`config.mk`:
```
export PLATFORM = sky130hd
export DESIGN_NAME = tt_sweep_ctrl
export DESIGN_NICKNAME = d
export VERILOG_FILES = /design/src/rtl/tt_sweep_pkg.sv /design/src/rtl/tt_sweep_acc.sv /design/src/rtl/tt_sweep_ctrl.sv
export SDC_FILE = /design/constraint.sdc
export NUM_CORES = 1
export LEC_CHECK = 0
export ABC_AREA = 1
export CAP_MARGIN = 0
export CORE_UTILIZATION = 45
export DETAILED_ROUTE_END_ITERATION = 7
export HOLD_SLACK_MARGIN = 0.08
export PLACE_DENSITY = 0.85
export REMOVE_ABC_BUFFERS = 1
export SLEW_MARGIN = 10
export SYNTH_ARGS = -nofsm -noshare
export SYNTH_HDL_FRONTEND = slang
export SYNTH_SLANG_ARGS = --single-unit
```
`constraint.sdc`:
```
create_clock -name clk -period 1.85 [get_ports clk]
set_clock_uncertainty 0.15 [all_clocks]
set_input_delay 0.37 -clock clk [delete_from_list [all_inputs] [get_ports clk]]
set_output_delay 0.37 -clock clk [all_outputs]
set_load 0.01 [all_outputs]
```
`src/rtl/tt_sweep_pkg.sv`:
```
// -----------------------------------------------------------------------------
// tt_sweep_pkg
// Shared types and widths for the el_truthtable sweep sequencer.
//   state_t  : sequencer states (IDLE, DRIVE, SAMPLE, DONE)
//   *_W      : field widths of the truth-table interface and the accumulators
//   LAST_VEC : index of the final vector in a sweep
// -----------------------------------------------------------------------------
package tt_sweep_pkg;

   localparam int A_W     = 3;
   localparam int B_W     = 4;
   localparam int Y_W     = 3;
   localparam int VEC_W   = 8;
   localparam int NUM_VEC = 256;
   localparam int SUM_W   = 11;
   localparam int CNT_W   = 9;

   localparam logic [VEC_W-1:0] LAST_VEC = VEC_W'(NUM_VEC - 1);

   typedef enum logic [1:0] {
      IDLE   = 2'd0,
      DRIVE  = 2'd1,
      SAMPLE = 2'd2,
      DONE   = 2'd3
   } state_t;

endpackage

```
`src/rtl/tt_sweep_acc.sv`:
```
// -----------------------------------------------------------------------------
// tt_sweep_acc
// Result accumulator for the truth-table sweep.
//   clk, rst_n : clock, asynchronous active-low reset
//   clear      : zero both accumulators (start of a new sweep)
//   capture    : add the current y sample
//   y          : sampled el_truthtable output
//   target     : y value that is counted as a hit
//   sum_y      : running sum of captured y
//   hit_cnt    : running count of captured y == target
// -----------------------------------------------------------------------------
module tt_sweep_acc
   import tt_sweep_pkg::*;
(
   input  logic             clk,
   input  logic             rst_n,
   input  logic             clear,
   input  logic             capture,
   input  logic [Y_W-1:0]   y,
   input  logic [Y_W-1:0]   target,
   output logic [SUM_W-1:0] sum_y,
   output logic [CNT_W-1:0] hit_cnt
);

   logic hit;

   assign hit = (y == target);

   // 256 * 7 = 1792 and 256 hits both fit, so neither sum can wrap.
   always_ff @(posedge clk or negedge rst_n) begin
      if (!rst_n) begin
         sum_y   <= '0;
         hit_cnt <= '0;
      end else if (clear) begin
         sum_y   <= '0;
         hit_cnt <= '0;
      end else if (capture) begin
         sum_y   <= sum_y + SUM_W'(y);
         hit_cnt <= hit_cnt + CNT_W'(hit);
      end
   end

endmodule

```
`src/rtl/tt_sweep_ctrl.sv`:
```
// -----------------------------------------------------------------------------
// tt_sweep_ctrl
// Built-in self-test sequencer: walks all 256 {a,b,x} vectors through
// el_truthtable, accumulates y, and compares against expected totals.
//   Parameters: EXP_SUM, EXP_HITS (expected totals), TARGET_Y (hit value)
//   clk, rst_n         : clock, asynchronous active-low reset
//   start, hold, abort : sweep control (abort > hold > sequencing)
//   ack                : release DONE back to IDLE, results kept
//   tt_a, tt_b, tt_x   : registered vector driven into el_truthtable
//   tt_y               : el_truthtable response
//   busy, done, pass   : status; pass is meaningful only in DONE
//   sum_y, hit_cnt     : accumulated results
//   vec_idx            : current vector index
// -----------------------------------------------------------------------------
module tt_sweep_ctrl
   import tt_sweep_pkg::*;
#(
   parameter logic [SUM_W-1:0] EXP_SUM  = 11'd0,
   parameter logic [CNT_W-1:0] EXP_HITS = 9'd0,
   parameter logic [Y_W-1:0]   TARGET_Y = 3'd0
)(
   input  logic             clk,
   input  logic             rst_n,
   input  logic             start,
   input  logic             hold,
   input  logic             abort,
   input  logic             ack,
   output logic [A_W-1:0]   tt_a,
   output logic [B_W-1:0]   tt_b,
   output logic             tt_x,
   input  logic [Y_W-1:0]   tt_y,
   output logic             busy,
   output logic             done,
   output logic             pass,
   output logic [SUM_W-1:0] sum_y,
   output logic [CNT_W-1:0] hit_cnt,
   output logic [VEC_W-1:0] vec_idx
);

   state_t           state, state_nxt;
   logic [VEC_W-1:0] vec_nxt;
   logic             clear;
   logic             capture;

   always_ff @(posedge clk or negedge rst_n) begin
      if (!rst_n) begin
         state   <= IDLE;
         vec_idx <= '0;
         tt_a    <= '0;
         tt_b    <= '0;
         tt_x    <= 1'b0;
      end else begin
         state   <= state_nxt;
         vec_idx <= vec_nxt;
         // Vector fields load together with the index so el_truthtable sees
         // a glitch-free input for the whole DRIVE/SAMPLE pair.
         tt_a    <= vec_nxt[7:5];
         tt_b    <= vec_nxt[4:1];
         tt_x    <= vec_nxt[0];
      end
   end

   always_comb begin
      state_nxt = state;
      vec_nxt   = vec_idx;
      clear     = 1'b0;
      capture   = 1'b0;
      case (state)
         IDLE: begin
            if (start) begin
               state_nxt = DRIVE;
               vec_nxt   = '0;
               clear     = 1'b1;
            end
         end
         DRIVE: begin
            if (abort)      state_nxt = IDLE;
            else if (!hold) state_nxt = SAMPLE;
         end
         SAMPLE: begin
            // An aborted or held SAMPLE does not capture y.
            if (abort) begin
               state_nxt = IDLE;
            end else if (!hold) begin
               capture = 1'b1;
               if (vec_idx == LAST_VEC) begin
                  state_nxt = DONE;
               end else begin
                  state_nxt = DRIVE;
                  vec_nxt   = vec_idx + VEC_W'(1);
               end
            end
         end
         DONE: begin
            // start wins over ack so a restart needs only one cycle.
            if (start) begin
               state_nxt = DRIVE;
               vec_nxt   = '0;
               clear     = 1'b1;
            end else if (ack) begin
               state_nxt = IDLE;
            end
         end
         default: state_nxt = IDLE;
      endcase
   end

   assign busy = (state == DRIVE) || (state == SAMPLE);
   assign done = (state == DONE);
   assign pass = done && (sum_y == EXP_SUM) && (hit_cnt == EXP_HITS);

   tt_sweep_acc u_acc (
      .clk     (clk),
      .rst_n   (rst_n),
      .clear   (clear),
      .capture (capture),
      .y       (tt_y),
      .target  (TARGET_Y),
      .sum_y   (sum_y),
      .hit_cnt (hit_cnt)
   );

endmodule

```
==> results of run 1 <==
==> synthesized netlist by cell type, drive strengths merged <==
library cell / count / share of area, %
inv: 40 / 7.6
o21ai: 23 / 5.8
xor2: 2 / 0.88
dfrtp: 30 / 38
a21oi: 12 / 3.0
nor2: 26 / 6.4
and3: 2 / 0.63
nand2: 62 / 12
nor3: 8 / 2.3
a22oi: 3 / 1.1
ha: 11 / 6.9
o22ai: 1 / 0.32
nand3: 20 / 5.0
a31oi: 1 / 0.32
nand3b: 3 / 1.1
o211ai: 1 / 0.38
fa: 1 / 1.0
nor4: 5 / 1.6
buf: 10 / 4.0
nand4: 4 / 1.3
==> how the worst max path moves through the flow <==
stage | startpoint | end | slack, ns
after global placement | tt_y[0] | u_acc.sum_y[8]$_DFFE_PN0P_ | -0.48
after global routing | state[1]$_DFFE_PN0P_ | u_acc.hit_cnt[6]$_DFFE_PN0P_ | -0.12
after detailed placement | tt_y[0] | u_acc.sum_y[8]$_DFFE_PN0P_ | -0.56
after CTS | u_acc.sum_y[0]$_DFFE_PN0P_ | u_acc.sum_y[6]$_DFFE_PN0P_ | -0.07
final | u_acc.sum_y[4]$_DFFE_PN0P_ | pass | -0.06
after floorplan | u_acc.sum_y[0]$_DFFE_PN0P_ | u_acc.sum_y[8]$_DFFE_PN0P_ | -0.09
==> power by group <==
group / switching (mW) / internal, mW
registers: 0.0554 / 0.727
clock network: 0.265 / 0.299
logic: 0.657 / 0.609
total: 0.977 / 1.63
==> area by class of cell <==
cell class	instances	area (sq um)
clock inverter	2	12.5
fill	290	1020
tap	50	62.6
inverter	40	150
clock buffer	6	82.6
sequential	30	752
timing repair buffer	103	928
multi-input combinational	185	1110
==> cells by family after synthesis <==
kind of cell / after synthesis / synth area share [%]
fa+ha+maj: 12 / 7.94
buf+inv: 50 / 11.6
compound gates: 41 / 11.0
simple gates: 130 / 30.8
flops: 30 / 37.8
xor+xnor: 2 / 0.882
==> routing by layer <==
layer | wire length (um) | up-vias | share of wire, %
met4 | 145 | 0 | 2.5
li1 | - | 1061 | -
met3 | 367 | 16 | 6.3
met1 | 2280 | 1019 | 39
met2 | 3050 | 90 | 52
met5 | 0 | - | 0
==> what timing repair did <==
action / 4_1_cts / 5_1_grt
cloned: 0 / 0
resized for setup: 32 / 35
endpoints found under the setup margin: 17 / 40
buffers inserted: 4 / 5
pin swaps: 7 / 15
==> stage by stage <==
| step | setup slack, ns | instance area, sq um | cells | hold slack [ns] | utilization [%] |
|---|---|---|---|---|---|
| after CTS | -0.0714 | 2980 | 411 | 0.318 | 72.4 |
| after global placement | -0.477 | 2790 | 399 | 0.398 | 67.8 |
| after floorplan | -0.0867 | 1910 | 255 | -0.0756 | - |
| after detailed placement | -0.556 | 2790 | 399 | 0.409 | 67.8 |
| final | -0.0630 | 3100 | 416 | 0.315 | 75.3 |
| after global routing | -0.116 | 3100 | 416 | 0.349 | 75.3 |
==> results_dict.tcl, run 1 <==
set metrics [dict create \
    overflow 0 \
    vias 2186 \
    routedWlPerCell_um 14.0 \
    fin_setup_tns_ns -0.154 \
    startpoint_type "register" \
    final_common_cell "nand2_1" \
    crit_slowest_cell "dfrtp_1" \
    top_usage_layer "met2" \
    dieArea_sq_mm 0.00468 \
    totalWireLength_mm 5.84 \
    io_pins 48 \
    drive_gt1_share_pct 27.6 \
    p_per_area_mw_per_mm2 843 \
    crit_cells 4 \
    cts_max_level 2 \
    port_buffers 47 \
    nets 386 \
    coreArea_sq_mm 0.00412 \
    track_usage_pct 25.6 \
    drt_pass1_iterations 4 \
    crit_chain "nor4_2 > nand4_1 > nor2_1 > buf_2" \
    row_count 23 \
    netlist_area_sq_mm 0.00199 \
    cap_viol_max_count 0 \
    yosysUniqueCellTypes 27 \
    cpPeakStageDelay_ns 0.39 \
    setup_viol 6 \
    synthCells 265 \
    grt_pass1_wl_mm 8.75 \
    met1_usage_pct 27.6 \
    drv_slew 0 \
    grt_max_degree 31 \
    area_growth_pct 56.0 \
    drtIter0Drc 180 \
    cts_root_buf "clkbuf_8" \
    leakage_nw 1.78 \
    clockBufferDepth 2 \
    relSlewSlack_pct 74.5 \
    crit_fanout 2 \
    fin_crit_ns 1.91 \
    dpl.hpwl_mm 3.88 \
    hold_viol 0 \
    viasPerCell 5.25 \
    worstReg2RegEnd "u_acc.sum_y[4]$_DFFE_PN0P_" \
    fin_ws_ns -0.0630 \
    cp_num_buf_inv 1 \
    cp_data_arrival_time_ns 1.39 \
    end_kind "primary output" \
    place_congestion 0.848 \
    reg2reg_setup_slack_ns -0.05 \
    clkLatencyLatePin_ns 0.29 \
    clock_sinks 30 \
    ys_ff_latch 30 \
    drcViolationCount 0 \
    path_delay_family "simple AND/OR/NAND/NOR gates" \
    peakVddDrop_v 0.000513 \
    ys_warn_count 0 \
    final_cell_mix "nand2_1, buf_4, inv_1" \
    ant_nets 0 \
    status "finished, violations left" \
    use_met2_pct 47.4 \
    cts_inserted_buffers 5 \
    min_period_over_period_pct 103 \
    antenna_found_initial 0 \
    critPathRequiredTime_ns 1.33 \
    synth.avg_cell_area_sq_um 7.49 \
    die_x_um 68.4 \
    worstHoldPathType "input pin to asynchronous set/reset pin" \
    ctsHoldBuffers 0 \
    insertedDiodeCount 0 \
    rsz0062_at_grt "yes" \
    clkTransAtPathRegs_ns 0.07 \
    r2r-start "u_acc.sum_y[0]$_DFFE_PN0P_" \
    tightestPinTransition_ns 0.383 \
    fmax_mhz 523 \
    chipHeight_um 68.4 \
    crit_type "register to primary output" \
    r2r_cells 10 \
    cts_tree "yes" \
    ys_seq_area_share_pct 37.8 \
    start_util_pct 48.3 \
    grtUsageMet3_pct 5.83 \
    power_mw 2.61 \
    grt_pass1_vias 2063 \
    failed_checks "negative setup slack" \
]
(Power assumes the default switching activity.)
==> run 2, diff against run 1 <==
--- a/config.mk
+++ b/config.mk
@@ -10,7 +10,7 @@
 export CORE_UTILIZATION = 45
 export DETAILED_ROUTE_END_ITERATION = 7
 export HOLD_SLACK_MARGIN = 0.08
-export PLACE_DENSITY = 0.85
+export PLACE_DENSITY_LB_ADDON = 0.3
 export REMOVE_ABC_BUFFERS = 1
 export SLEW_MARGIN = 10
 export SYNTH_ARGS = -nofsm -noshare
==> run 2 against run 1 <==
Global-route usage shrank 1.7 points. First-iteration DRC count shrank 19%. Die area is the same. Cell count shrank 2.4%. Critical endpoint unchanged. Setup slack lost 0.021 ns. Largest power group unchanged. The run still ends with negative setup slack left. Largest cell class unchanged.
==> results_dict.tcl, run 2 (synthesis results as in run 1) <==
set metrics [dict create \
    clkTransAtPathRegs_ns 0.06 \
    coreArea_sq_mm 0.00412 \
    track_usage_pct 23.9 \
    drive_gt1_share_pct 25.8 \
    fin_setup_tns_ns -0.159 \
    power_mw 2.58 \
    insertedDiodeCount 0 \
    top_usage_layer "met2" \
    critPathRequiredTime_ns 1.33 \
    drt_pass1_iterations 5 \
    regArea_sq_um 752 \
    area_growth_pct 53.9 \
    cts_tree "yes" \
    start_util_pct 48.3 \
    utilization_pct 74.2 \
    clock_sinks 30 \
    grt_max_degree 31 \
    cap_viol_max_count 0 \
    multi_input_area_sq_mm 0.00113 \
    crit_fanout 2 \
    place_congestion 0.861 \
    antenna_found_initial 0 \
    rsz0062_at_grt "yes" \
    r2r-start "u_acc.sum_y[0]$_DFFE_PN0P_" \
    drcViolationCount 0 \
    crit_chain "nor4_2 > buf_4 > nand4_1 > nor2_1 > buf_2" \
    cp_num_buf_inv 2 \
    relSlewSlack_pct 73.6 \
    reg2reg_setup_slack_ns -0.04 \
    port_buffers 47 \
    dpl.hpwl_mm 3.86 \
    fin_ws_ns -0.0844 \
    cts_root_buf "clkbuf_8" \
    use_met2_pct 41.5 \
    worstHoldPathType "input pin to asynchronous set/reset pin" \
    crit_slowest_cell "dfrtp_1" \
    end_kind "primary output" \
    vias 2127 \
    viasPerCell 5.24 \
    met1_usage_pct 29.0 \
    setup_viol 5 \
    fillers 307 \
    status "finished, violations left" \
    peakVddDrop_v 0.000551 \
    grt_pass1_vias 1900 \
    overflow 0 \
    p_per_area_mw_per_mm2 846 \
    path_delay_family "simple AND/OR/NAND/NOR gates" \
    drv_slew 0 \
    worstReg2RegEnd "u_acc.sum_y[8]$_DFFE_PN0P_" \
    min_period_over_period_pct 105 \
    fmax_mhz 517 \
    chipHeight_um 68.4 \
    r2r_cells 10 \
    cts_max_level 2 \
    clockBufferDepth 2 \
    tightestPinTransition_ns 0.396 \
    io_pins 48 \
    grt_pass1_wl_mm 8.25 \
    nets 378 \
    drtIter0Drc 146 \
    dieArea_sq_mm 0.00468 \
    ctsHoldBuffers 0 \
    routedWlPerCell_um 13.9 \
    crit_type "register to primary output" \
    cpPeakStageDelay_ns 0.39 \
    totalWireLength_mm 5.64 \
    failed_checks "negative setup slack" \
    startpoint_type "register" \
    leakage_nw 1.72 \
    die_x_um 68.4 \
    grtUsageMet3_pct 5.33 \
    final_cell_mix "nand2_1, buf_4, inv_1" \
    row_count 23 \
    cts_inserted_buffers 5 \
    clkLatencyLatePin_ns 0.29 \
    final_common_cell "nand2_1" \
    fin_crit_ns 1.93 \
    hold_viol 0 \
    cp_data_arrival_time_ns 1.41 \
    ant_nets 0 \
]
## run 2: changes by cell type in the layout (fill, tap and decap cells not counted), sizes merged
cell	previous run	this run
buf	58	49
clkdlybuf4s50	20	23
dlygate4sd2	6	4
clkbuf	7	8
clkdlybuf4s15	1	0
clkinv	1	0
clkinvlp	1	0
## run 2: power breakdown
part | switching (mW) | internal, mW
sequential | 0.0557 | 0.727
clock | 0.239 | 0.286
combinational | 0.663 | 0.614
total | 0.958 | 1.63
## run 2: through the flow
step | instance area (sq um) | setup WS [ns] | hold WS (ns) | instances
after floorplan | 1910 | -0.0867 | -0.0756 | 255
after global placement | 2780 | -0.479 | 0.399 | 398
after detailed placement | 2780 | -0.526 | 0.401 | 398
after CTS | 2920 | -0.107 | 0.335 | 404
after global routing | 3060 | -0.158 | 0.389 | 406
final | 3060 | -0.0844 | 0.324 | 406
## run 2: worst reg2reg max path, cell delays in order (launching register included)
cell     delay [ns]
dfrtp_1        0.38
buf_6          0.13
ha_4           0.12
inv_2          0.04
fa_2           0.36
o21ai_2        0.14
buf_6          0.13
nand2_8        0.07
nor3_2         0.10
o21ai_1        0.08
nor2_1         0.11
## run 2: timing repair
item                       CTS  global route
setup endpoints to repair   17            42
pin swaps                    4             5
buffers inserted             0             2
cloned                       0             0
resized for setup           26            44
hold endpoints to repair     0             0
## run 2: worst max path at each step
stage                               start                    endpoint  slack, ns  depth (start not counted)
2_1_floorplan  u_acc.sum_y[0]$_DFFE_PN0P_  u_acc.sum_y[8]$_DFFE_PN0P_      -0.09                          7
6_report       u_acc.sum_y[4]$_DFFE_PN0P_                        pass      -0.08                          5
3_3_place_gp                      tt_y[0]  u_acc.sum_y[8]$_DFFE_PN0P_      -0.48                          9
3_5_place_dp                      tt_y[0]  u_acc.sum_y[8]$_DFFE_PN0P_      -0.53                          9
5_1_grt        u_acc.sum_y[4]$_DFFE_PN0P_                        pass      -0.16                          5
4_1_cts        u_acc.sum_y[2]$_DFFE_PN0P_                        pass      -0.11                          5
## run 2: metal layers
metal,wire (um),vias to the layer above
li1,-,1039
met1,2390,990
met2,2850,92
met3,357,6
met4,44,0
met5,0,-
## run 2: final cells by class
cell class | count | share of cell area, %
Multi-Input combinational cell | 185 | 37.0
Timing Repair Buffer | 95 | 28.5
Sequential cell | 30 | 24.6
Clock buffer | 6 | 2.70
Tap cell | 50 | 2.05
Inverter | 40 | 5.08
==> run 3, diff against run 2 <==
--- a/config.mk
+++ b/config.mk
@@ -6,7 +6,7 @@
 export NUM_CORES = 1
 export LEC_CHECK = 0
 export ABC_AREA = 1
-export CAP_MARGIN = 0
+export CAP_MARGIN = 20
 export CORE_UTILIZATION = 45
 export DETAILED_ROUTE_END_ITERATION = 7
 export HOLD_SLACK_MARGIN = 0.08
==> results of run 3 <==
The final DEF is identical to that of run 2; final timing and power are the same.
